### config.mk
export PLATFORM = sky130hd
export DESIGN_NAME = uart_crc_frame_rx
export DESIGN_NICKNAME = d
export VERILOG_FILES = /design/src/rtl/uart_crc_frame_rx.sv
export SDC_FILE = /design/constraint.sdc
export NUM_CORES = 1
export LEC_CHECK = 0
export CAP_MARGIN = 25
export CORE_ASPECT_RATIO = 0.8
export CORE_UTILIZATION = 60
export DETAILED_ROUTE_END_ITERATION = 10
export MAX_ROUTING_LAYER = met4
export PLACE_DENSITY_LB_ADDON = 0.2
export RECOVER_POWER = 25
export REMOVE_ABC_BUFFERS = 1
export SYNTH_ARGS = -nofsm -noshare
export SYNTH_HDL_FRONTEND = slang
export SYNTH_SLANG_ARGS = --single-unit
### constraint.sdc
create_clock -name clk -period 2.73 [get_ports clk]
set_clock_uncertainty 0.2 [all_clocks]
set_input_delay 0.273 -clock clk [delete_from_list [all_inputs] [get_ports clk]]
set_output_delay 0.273 -clock clk [all_outputs]
set_load 0.05 [all_outputs]
### src/rtl/uart_crc_frame_rx.sv
// uart_crc_frame_rx: 8N1 UART receiver grouping bytes into CRC-16 frames.
// Ports: clk, reset_n, rx_in | rx_data_out, rx_data_valid, frame_done,
//        crc_valid_out, frame_err, busy.
module uart_crc_frame_rx #(
  parameter int          CLKS_PER_BIT  = 16,
  parameter int          PAYLOAD_BYTES = 4,
  parameter int          TIMEOUT_BITS  = 20,
  parameter logic [15:0] CRC_POLY      = 16'h1021,
  parameter logic [15:0] CRC_INIT      = 16'hFFFF
) (
  input  logic       clk,
  input  logic       reset_n,
  input  logic       rx_in,
  output logic [7:0] rx_data_out,
  output logic       rx_data_valid,
  output logic       frame_done,
  output logic       crc_valid_out,
  output logic       frame_err,
  output logic       busy
);

  localparam int CW     = $clog2(CLKS_PER_BIT);
  localparam int TO_CYC = TIMEOUT_BITS * CLKS_PER_BIT;
  localparam int TW     = $clog2(TO_CYC + 1);
  localparam int BW     = $clog2(PAYLOAD_BYTES + 2);

  localparam logic [CW-1:0] HALF    = CW'(CLKS_PER_BIT / 2 - 1);
  localparam logic [CW-1:0] FULL    = CW'(CLKS_PER_BIT - 1);
  localparam logic [TW-1:0] TO_LAST = TW'(TO_CYC - 1);
  localparam logic [BW-1:0] P_IDX   = BW'(PAYLOAD_BYTES);

  localparam logic [1:0] IDLE  = 2'd0;
  localparam logic [1:0] START = 2'd1;
  localparam logic [1:0] DATA  = 2'd2;
  localparam logic [1:0] STOP  = 2'd3;

  logic          s1;
  logic          s2;
  logic          rxs_d;
  logic          rxs;
  logic          fall;
  logic [1:0]    state;
  logic [CW-1:0] cnt;
  logic [2:0]    bitn;
  logic [7:0]    sh;
  logic [BW-1:0] bcnt;
  logic [15:0]   crc;
  logic [7:0]    rcv_hi;
  logic [TW-1:0] tcnt;

  function automatic logic [15:0] crc_step(
    input logic [15:0] c,
    input logic [7:0]  d
  );
    logic [15:0] r;
    r = c;
    for (int i = 7; i >= 0; i--) begin
      if (r[15] ^ d[i])
        r = {r[14:0], 1'b0} ^ CRC_POLY;
      else
        r = {r[14:0], 1'b0};
    end
    return r;
  endfunction

  assign rxs  = s2;
  assign fall = rxs_d & ~rxs;
  assign busy = (state != IDLE) || (bcnt != '0);

  always_ff @(posedge clk or negedge reset_n) begin
    if (!reset_n) begin
      s1    <= 1'b1;
      s2    <= 1'b1;
      rxs_d <= 1'b1;
    end else begin
      s1    <= rx_in;
      s2    <= s1;
      rxs_d <= s2;
    end
  end

  always_ff @(posedge clk or negedge reset_n) begin
    if (!reset_n) begin
      state         <= IDLE;
      cnt           <= '0;
      bitn          <= '0;
      sh            <= '0;
      bcnt          <= '0;
      crc           <= CRC_INIT;
      rcv_hi        <= '0;
      tcnt          <= '0;
      rx_data_out   <= '0;
      rx_data_valid <= 1'b0;
      frame_done    <= 1'b0;
      crc_valid_out <= 1'b0;
      frame_err     <= 1'b0;
    end else begin
      rx_data_valid <= 1'b0;
      frame_done    <= 1'b0;
      frame_err     <= 1'b0;
      unique case (state)
        IDLE: begin
          cnt <= '0;
          // a start edge beats a timeout expiring in the same cycle
          if (fall) begin
            state <= START;
            tcnt  <= '0;
          end else if (bcnt != '0) begin
            if (tcnt == TO_LAST) begin
              frame_err <= 1'b1;
              bcnt      <= '0;
              crc       <= CRC_INIT;
              tcnt      <= '0;
            end else begin
              tcnt <= tcnt + 1'b1;
            end
          end else begin
            tcnt <= '0;
          end
        end
        START: begin
          if (cnt == HALF) begin
            cnt   <= '0;
            bitn  <= '0;
            state <= rxs ? IDLE : DATA;
          end else begin
            cnt <= cnt + 1'b1;
          end
        end
        DATA: begin
          if (cnt == FULL) begin
            cnt  <= '0;
            sh   <= {rxs, sh[7:1]};
            bitn <= bitn + 1'b1;
            if (bitn == 3'd7)
              state <= STOP;
          end else begin
            cnt <= cnt + 1'b1;
          end
        end
        STOP: begin
          if (cnt == FULL) begin
            cnt   <= '0;
            state <= IDLE;
            if (!rxs) begin
              frame_err <= 1'b1;
              bcnt      <= '0;
              crc       <= CRC_INIT;
            end else begin
              unique case (1'b1)
                (bcnt < P_IDX): begin
                  rx_data_out   <= sh;
                  rx_data_valid <= 1'b1;
                  crc           <= crc_step(crc, sh);
                  bcnt          <= bcnt + 1'b1;
                end
                (bcnt == P_IDX): begin
                  rcv_hi <= sh;
                  bcnt   <= bcnt + 1'b1;
                end
                default: begin
                  crc_valid_out <= ({rcv_hi, sh} == crc);
                  frame_done    <= 1'b1;
                  bcnt          <= '0;
                  crc           <= CRC_INIT;
                end
              endcase
            end
          end else begin
            cnt <= cnt + 1'b1;
          end
        end
        default: state <= IDLE;
      endcase
    end
  end

endmodule

# ---- Word level (Yosys, flattened, before mapping)
# Cells that the tools add are included.
dict set report totals {
  input_bits 3
  output_inout_bits 13
  regBits 68
  wordCells 154
}
dict set report op_classes {
  n_lt_le_gt_ge 1
  muxes 80
  bitwise 19
  n_eq_ne 18
  n_reduce_logical 16
  addsub 4
}
# operator count
set op_table {}
lappend op_table {{16-bit 2-to-1 mux} 33}
lappend op_table {{13-bit 2-to-1 mux} 8}
lappend op_table {{16-bit case mux with 2 select lines} 2}
lappend op_table {{9-bit 2-to-1 mux} 3}
lappend op_table {{3-bit 2-to-1 mux} 8}
lappend op_table {{3-bit NOT} 8}
lappend op_table {{16-bit == test} 1}
lappend op_table {{2-bit != test, second input constant} 8}
lappend op_table {{1-bit 2-to-1 mux} 13}
lappend op_table {{2-bit 2-to-1 mux} 6}
lappend op_table {{3-bit case mux with 2 select lines} 2}
lappend op_table {{4-bit case mux with 3 select lines} 1}
lappend op_table {{4-bit AND reduction} 3}
lappend op_table {{5-bit AND reduction} 2}
lappend op_table {{9-bit by 1-bit adder with 9-bit output, second input constant} 1}
lappend op_table {{9-bit == test, second input constant} 1}
lappend op_table {{4-bit 2-to-1 mux} 2}
lappend op_table {{2-bit case mux with 4 select lines} 1}
lappend op_table {{1-bit bitwise XOR} 8}
lappend op_table {{3-bit by 1-bit adder with 3-bit output, second input constant} 2}
lappend op_table {{3-bit == test, second input constant} 2}
lappend op_table {{6-bit AND reduction} 1}
lappend op_table {{2-bit nonzero test} 3}
lappend op_table {{4-bit by 1-bit adder with 4-bit output, second input constant} 1}
lappend op_table {{other kinds (15)} 18}

# ---- Logic depth before layout (Yosys ltp)
dict set report depth {
  ltp_word 48
  mapped_depth 8
  depth_no_buf 7
}

# ---- Least setup slack after synthesis
# OpenSTA, ideal clock, no wires.
dict set report synth_path {
  path_kind {register -> register}
  from {register state[0]}
  to {register crc[0]}
  period_less_slack_ns 2.117
  required_ns 2.448
  path_stages_with_launch 9
  path_buffers 1
  setup_slack_ns 0.613
  setup_time_ns 0.082
  arrival_time_ns 1.835
  path_cell_list {dfrtp_1 -> inv_1 -> ha_1 -> inv_2 -> nor3_4 -> a22o_4 -> nand3_4 -> buf_6 -> mux2_4}
}
dict set report synth_via {
  elab_chain_len 3
  word_cells_on_any_way 10
  classes_between {6 x eq/ne; 1 x mux; 3 x reduce/logical}
}
# item line
set synth_rtl {}
lappend synth_rtl {{from (decl)} 42} ;# logic [1:0] state;
lappend synth_rtl {{from (signal assigned)} 125} ;# state <= rxs ? IDLE : DATA;
lappend synth_rtl {{2-bit == test or 2-bit logical NOT (tied branches)} 101} ;# unique case (state)
lappend synth_rtl {{3-bit != test (no line) (tied with other cells)} -}
lappend synth_rtl {{6-bit AND reduction (no line)} -}
lappend synth_rtl {{to (signal assigned)} 154} ;# crc <= crc_step(crc, sh);
lappend synth_rtl {{to (decl)} 47} ;# logic [15:0] crc;
# Parallel ways exist; a longest one is shown, timed or not.
# A chain may end at the register's enable or synchronous reset.

# ---- Worst setup path in the final report
dict set report layout_path {
  from {register state[0]}
  to {register crc[9]}
}
# Same word-level chain as after synthesis.

==> summary.md <==
| Metric | Value |
|---|---|
| Detailed Routing Iterations Pass 1 | 4 |
| Arithmetic-cell share of the synthesized area counting full adders, half adders and majority gates | 0.03895 |
| Sum of negative setup slack | 0 ps |
| Headroom to the max-slew limit | -0.05929 |
| Number of antenna diodes | 0 |
| Die ar. | 6202 µm² |
| Sequential cell fraction of total power | 0.418 |
| Launching element type of the critical path | register |
| Cell Pwr Density | 862.7 nW/µm² |
| Main combinational cell family by area after synthesis | multiplexers |
| Number of buffers on the longest clock path | 2 |
| Summed instance area of the synthesized netlist | between 3000 and 4000 µm² |
| Peak Freq | 409.2 MHz |
| Share of Yosys cell area claimed by the top area cell type | 0.3470 |
| Drc violations | 0 |
| Sink count of the clock tree | 68 |
| XOR/XNOR share of the synthesized area | 0.1062 |
| Die H | 70.64 µm |
| Biggest fanout along the worst timing path | 16 |
| Switching component of the power | 1.183 mW |
| CTS clk-pin slew, worst paths | 80 ps |
| Vias in the first global route | 2,224 |
| Estimated wirelength of the detail-placed design | 4.488 mm |
| Share of synthesized flip-flops with an asynchronous set or reset | 1.000 |
| Outcome | finished, violations left |
| CTS tree | done |
| Via-per-instance ratio | approximately 5.7 |
| Port buffer count | 15 |
| Largest incremental delay on the critical path | 430 ps |
| Final Cell Area | 3975 µm² |
| RSZ-0062 raised after global routing | no |
| Part of the total power dissipated in combinational logic | 0.333 |
| Gate count of the mapped netlist | 292 |
| Clk pwr share | 0.249 |
| Hold Path Class | register to register |
| Global Route Usage Sum | 0.2518 |
| Cell Chain, Critical Path | inv_1 > ha_1 > inv_2 > nor3_4 > a22o_4 > nand3_4 > mux2_4 |
| Worst setup EP type | register |
| Max rail drop VDD | 0.4002 mV |
| Max-slew violation count | 69 |
| Transition time of the tightest slew-check pin | 1589 ps |
| Arr. time, crit path | 2530 ps |
| Endpoints failing setup | 0 |
| GRT overflow | 0 |
| Data required, critical path | 2810 ps |
| Aggregate routed wire length | 6.431 mm |
| R2R Setup Slk | 290 ps |
| Area contributors post-synth | dfrtp_1 (35%), dfstp_2 (14%), mux2_2 (9.9%), xnor2_1 (8.9%), ha_1 (3.9%) |
| Warning count from the yosys run | 0 |
| Synth-to-Final Area Change | 12.50% |
| Library cells used by synthesis | 51 |
| WL/cell | 16.12 µm |
| Highest-delay cell along the critical path | dfrtp_1 |
| Post-synthesis simple-gate area fraction | 0.1331 |
| Core region area | 5555 µm² |
| Cell area reported after detailed placement | ~3800 µm² |
| Skew-Pair Late Insertion Delay | 360 ps |
| Net switching share of the total power | 0.3449 |
| Violated checks | capacitance limit, slew limit |
| Portion of netlist area occupied by mux cells | 0.1484 |
| Count of pins on the block boundary | 16 |
| Final Critical Period | between 2000 and 2500 ps |
| Biggest area consumer among synthesized cells | dfrtp_1 |
| Cell Int Power | ~2.2 mW |
| Count of standard-cell rows | 24 |
| Sequential element share of the synthesized area | 0.4883 |
| Clk Tree Root Cell | clkbuf_8 |
| Setup Crit Path Kind | register to register |
| Total clock buffers created by CTS | 9 |
| Horiz. Die Dim | 87.80 µm |
| Nets@finish | 330 |
| Maximum number of pins on one net before global-route repair | 69 |
| Wire length of the first global-routing pass | about 11 mm |
| Cell types with the highest counts after synthesis | dfrtp_1 (49), xnor2_1 (36), mux2_2 (31) |
| Worst slack, placed | 315.0 ps |
| Standby leakage power | 1.687 nW |
| Post-route ant nets | 0 |
| Number of antenna violations at the first check in global routing | 0 |
| Worst Setup Slack, final | 286.2 ps |
| Final period utilization | 0.8952 |
| Placer congestion estimate | 0.8481 |
| Number of violations of the max-capacitance limit | 1 |
| Fraction of layout cells with a size suffix above 1 | 0.2773 |
| Total count of hold-check failures in the final report | 0 |
| Compound-gate portion of the synthesized area | 0.06586 |
| Average instance area after synthesis | roughly 12 µm² |
| DRC marker count from the first detailed-route iteration | 123 |
| Maximum level of the CTS H-tree | 3 |
| Dominant cell by count in the synthesized netlist | dfrtp_1 |
| Initial core utilization | 0.6360 |
| Number of enable flip-flop cells after synthesis | 0 |
| Primary FF master, synth | dfrtp_1 |
| Number of register bits inferred by synthesis | 68 |
| Total via count after detailed routing | 2,284 |
| Sum of internal, switching and leakage power | approximately 3.4 mW |
## metrics by stage
| stage | cells | util | hold slack [ps] |
|---|---|---|---|
| finish | 399 | 0.7155 | 160.3 |
| global route | 399 | 0.7155 | 171.5 |
| CTS | 399 | 0.7178 | 103.9 |
| detailed placement | 382 | 0.6793 | 115.2 |
| global placement | 382 | 0.6793 | 118.4 |
| floorplan | 286 | - | -222.6 |
## registers in the layout (all words and copies together) (netlist names), 3 cells and up, named ones only
register	count
crc	16
rx_data_out	8
bcnt	3
sh	8
cnt	4
bitn	3
tcnt	9
rcv_hi	8
## layer usage
metal / GRT usage / vias to the layer above / wire, µm
met5: - / - / 0
met4: 0.08379 / 0 / 107
met3: 0.08868 / 12 / 289
met2: 0.3282 / 56 / 2769
met1: 0.3645 / 1137 / 3264
li1: - / 1079 / -
## logic make-up (layout without fill, tap and decap cells)
family                   count (synthesis)  after routing
AO/OA/AOI/OAI                           33             33
XOR/XNOR                                42             42
adder cells (fa/ha/maj)                 11             11
buffers and inverters                   14             43
flip-flops                              68             68
multiplexers                            44             44
AND/OR/NAND/NOR                         80             80
## area by class of cell
cell class              count  area [µm²]
inverters                   8       30.03
well taps                  78       97.59
flip-flops and latches     68        1725
clock inverters             7       80.08
multi-input cells         210        1740
fillers                   377        1580
repair buffers             19       177.7
clock buffers               9       123.9
## critical path: cells and delay by family, from the launching register on
| family | cells | cell delay [ps] |
|---|---|---|
| buffers and inverters | 2 | 280 |
| flip-flops | 1 | 430 |
| AO/OA/AOI/OAI | 1 | 200 |
| adder cells (fa/ha/maj) | 1 | 290 |
| AND/OR/NAND/NOR | 2 | 590 |
| multiplexers | 1 | 380 |
## layout by cell type (no fill, tap or decap), types with 2 or more instances in the layout
cell	instances
mux2_2	31
mux2i_1	4
nor3b_1	2
nor3_1	6
o22ai_1	2
buf_4	2
nand3_1	6
inv_6	4
dfrtp_1	49
nor2b_1	2
a21o_1	2
clkinvlp_4	2
dlygate4sd3_1	2
nor2_1	9
dfstp_2	18
nor4_1	2
ha_1	11
clkbuf_8	9
o2bb2ai_1	2
nand4b_1	2
xnor2_1	36
or3_1	2
mux2_4	9
nand2b_1	9
a21oi_1	5
o31ai_1	4
nand4_1	8
inv_1	7
o21ai_0	8
nand2_1	23
clkdlybuf4s50_1	12
xor2_1	5
## power groups by stage
stage / sequential [mW] / combinational, mW / clock, mW
after detailed placement: 1.44 / 1.15 / 0
after CTS: 1.43 / 1.15 / 0.876
final: 1.43 / 1.14 / 0.853
after floorplan: 1.38 / 0.957 / 0
after global routing: 1.46 / 1.26 / 0.916
after global placement: 1.44 / 1.11 / 0
## final timing paths
check	startpoint	end	cells after the start
max	state[0]	crc[9]	7
min	s1	rxs	0
max reg2reg	state[0]	crc[9]	7
min reg2reg	s1	rxs	0
max in group asynchronous	reset_n	tcnt[6]	3
min in group asynchronous	reset_n	bitn[2]	3
## what timing repair did
item / 4_1_cts / 5_1_grt
buffers inserted: 0 / 0
gates resized for setup: 0 / 1
setup endpoints to repair: 0 / 1
hold endpoints to repair: 49 / 0
hold buffers: 1 / 0
Note: power is estimated with default switching activity, not from simulation.
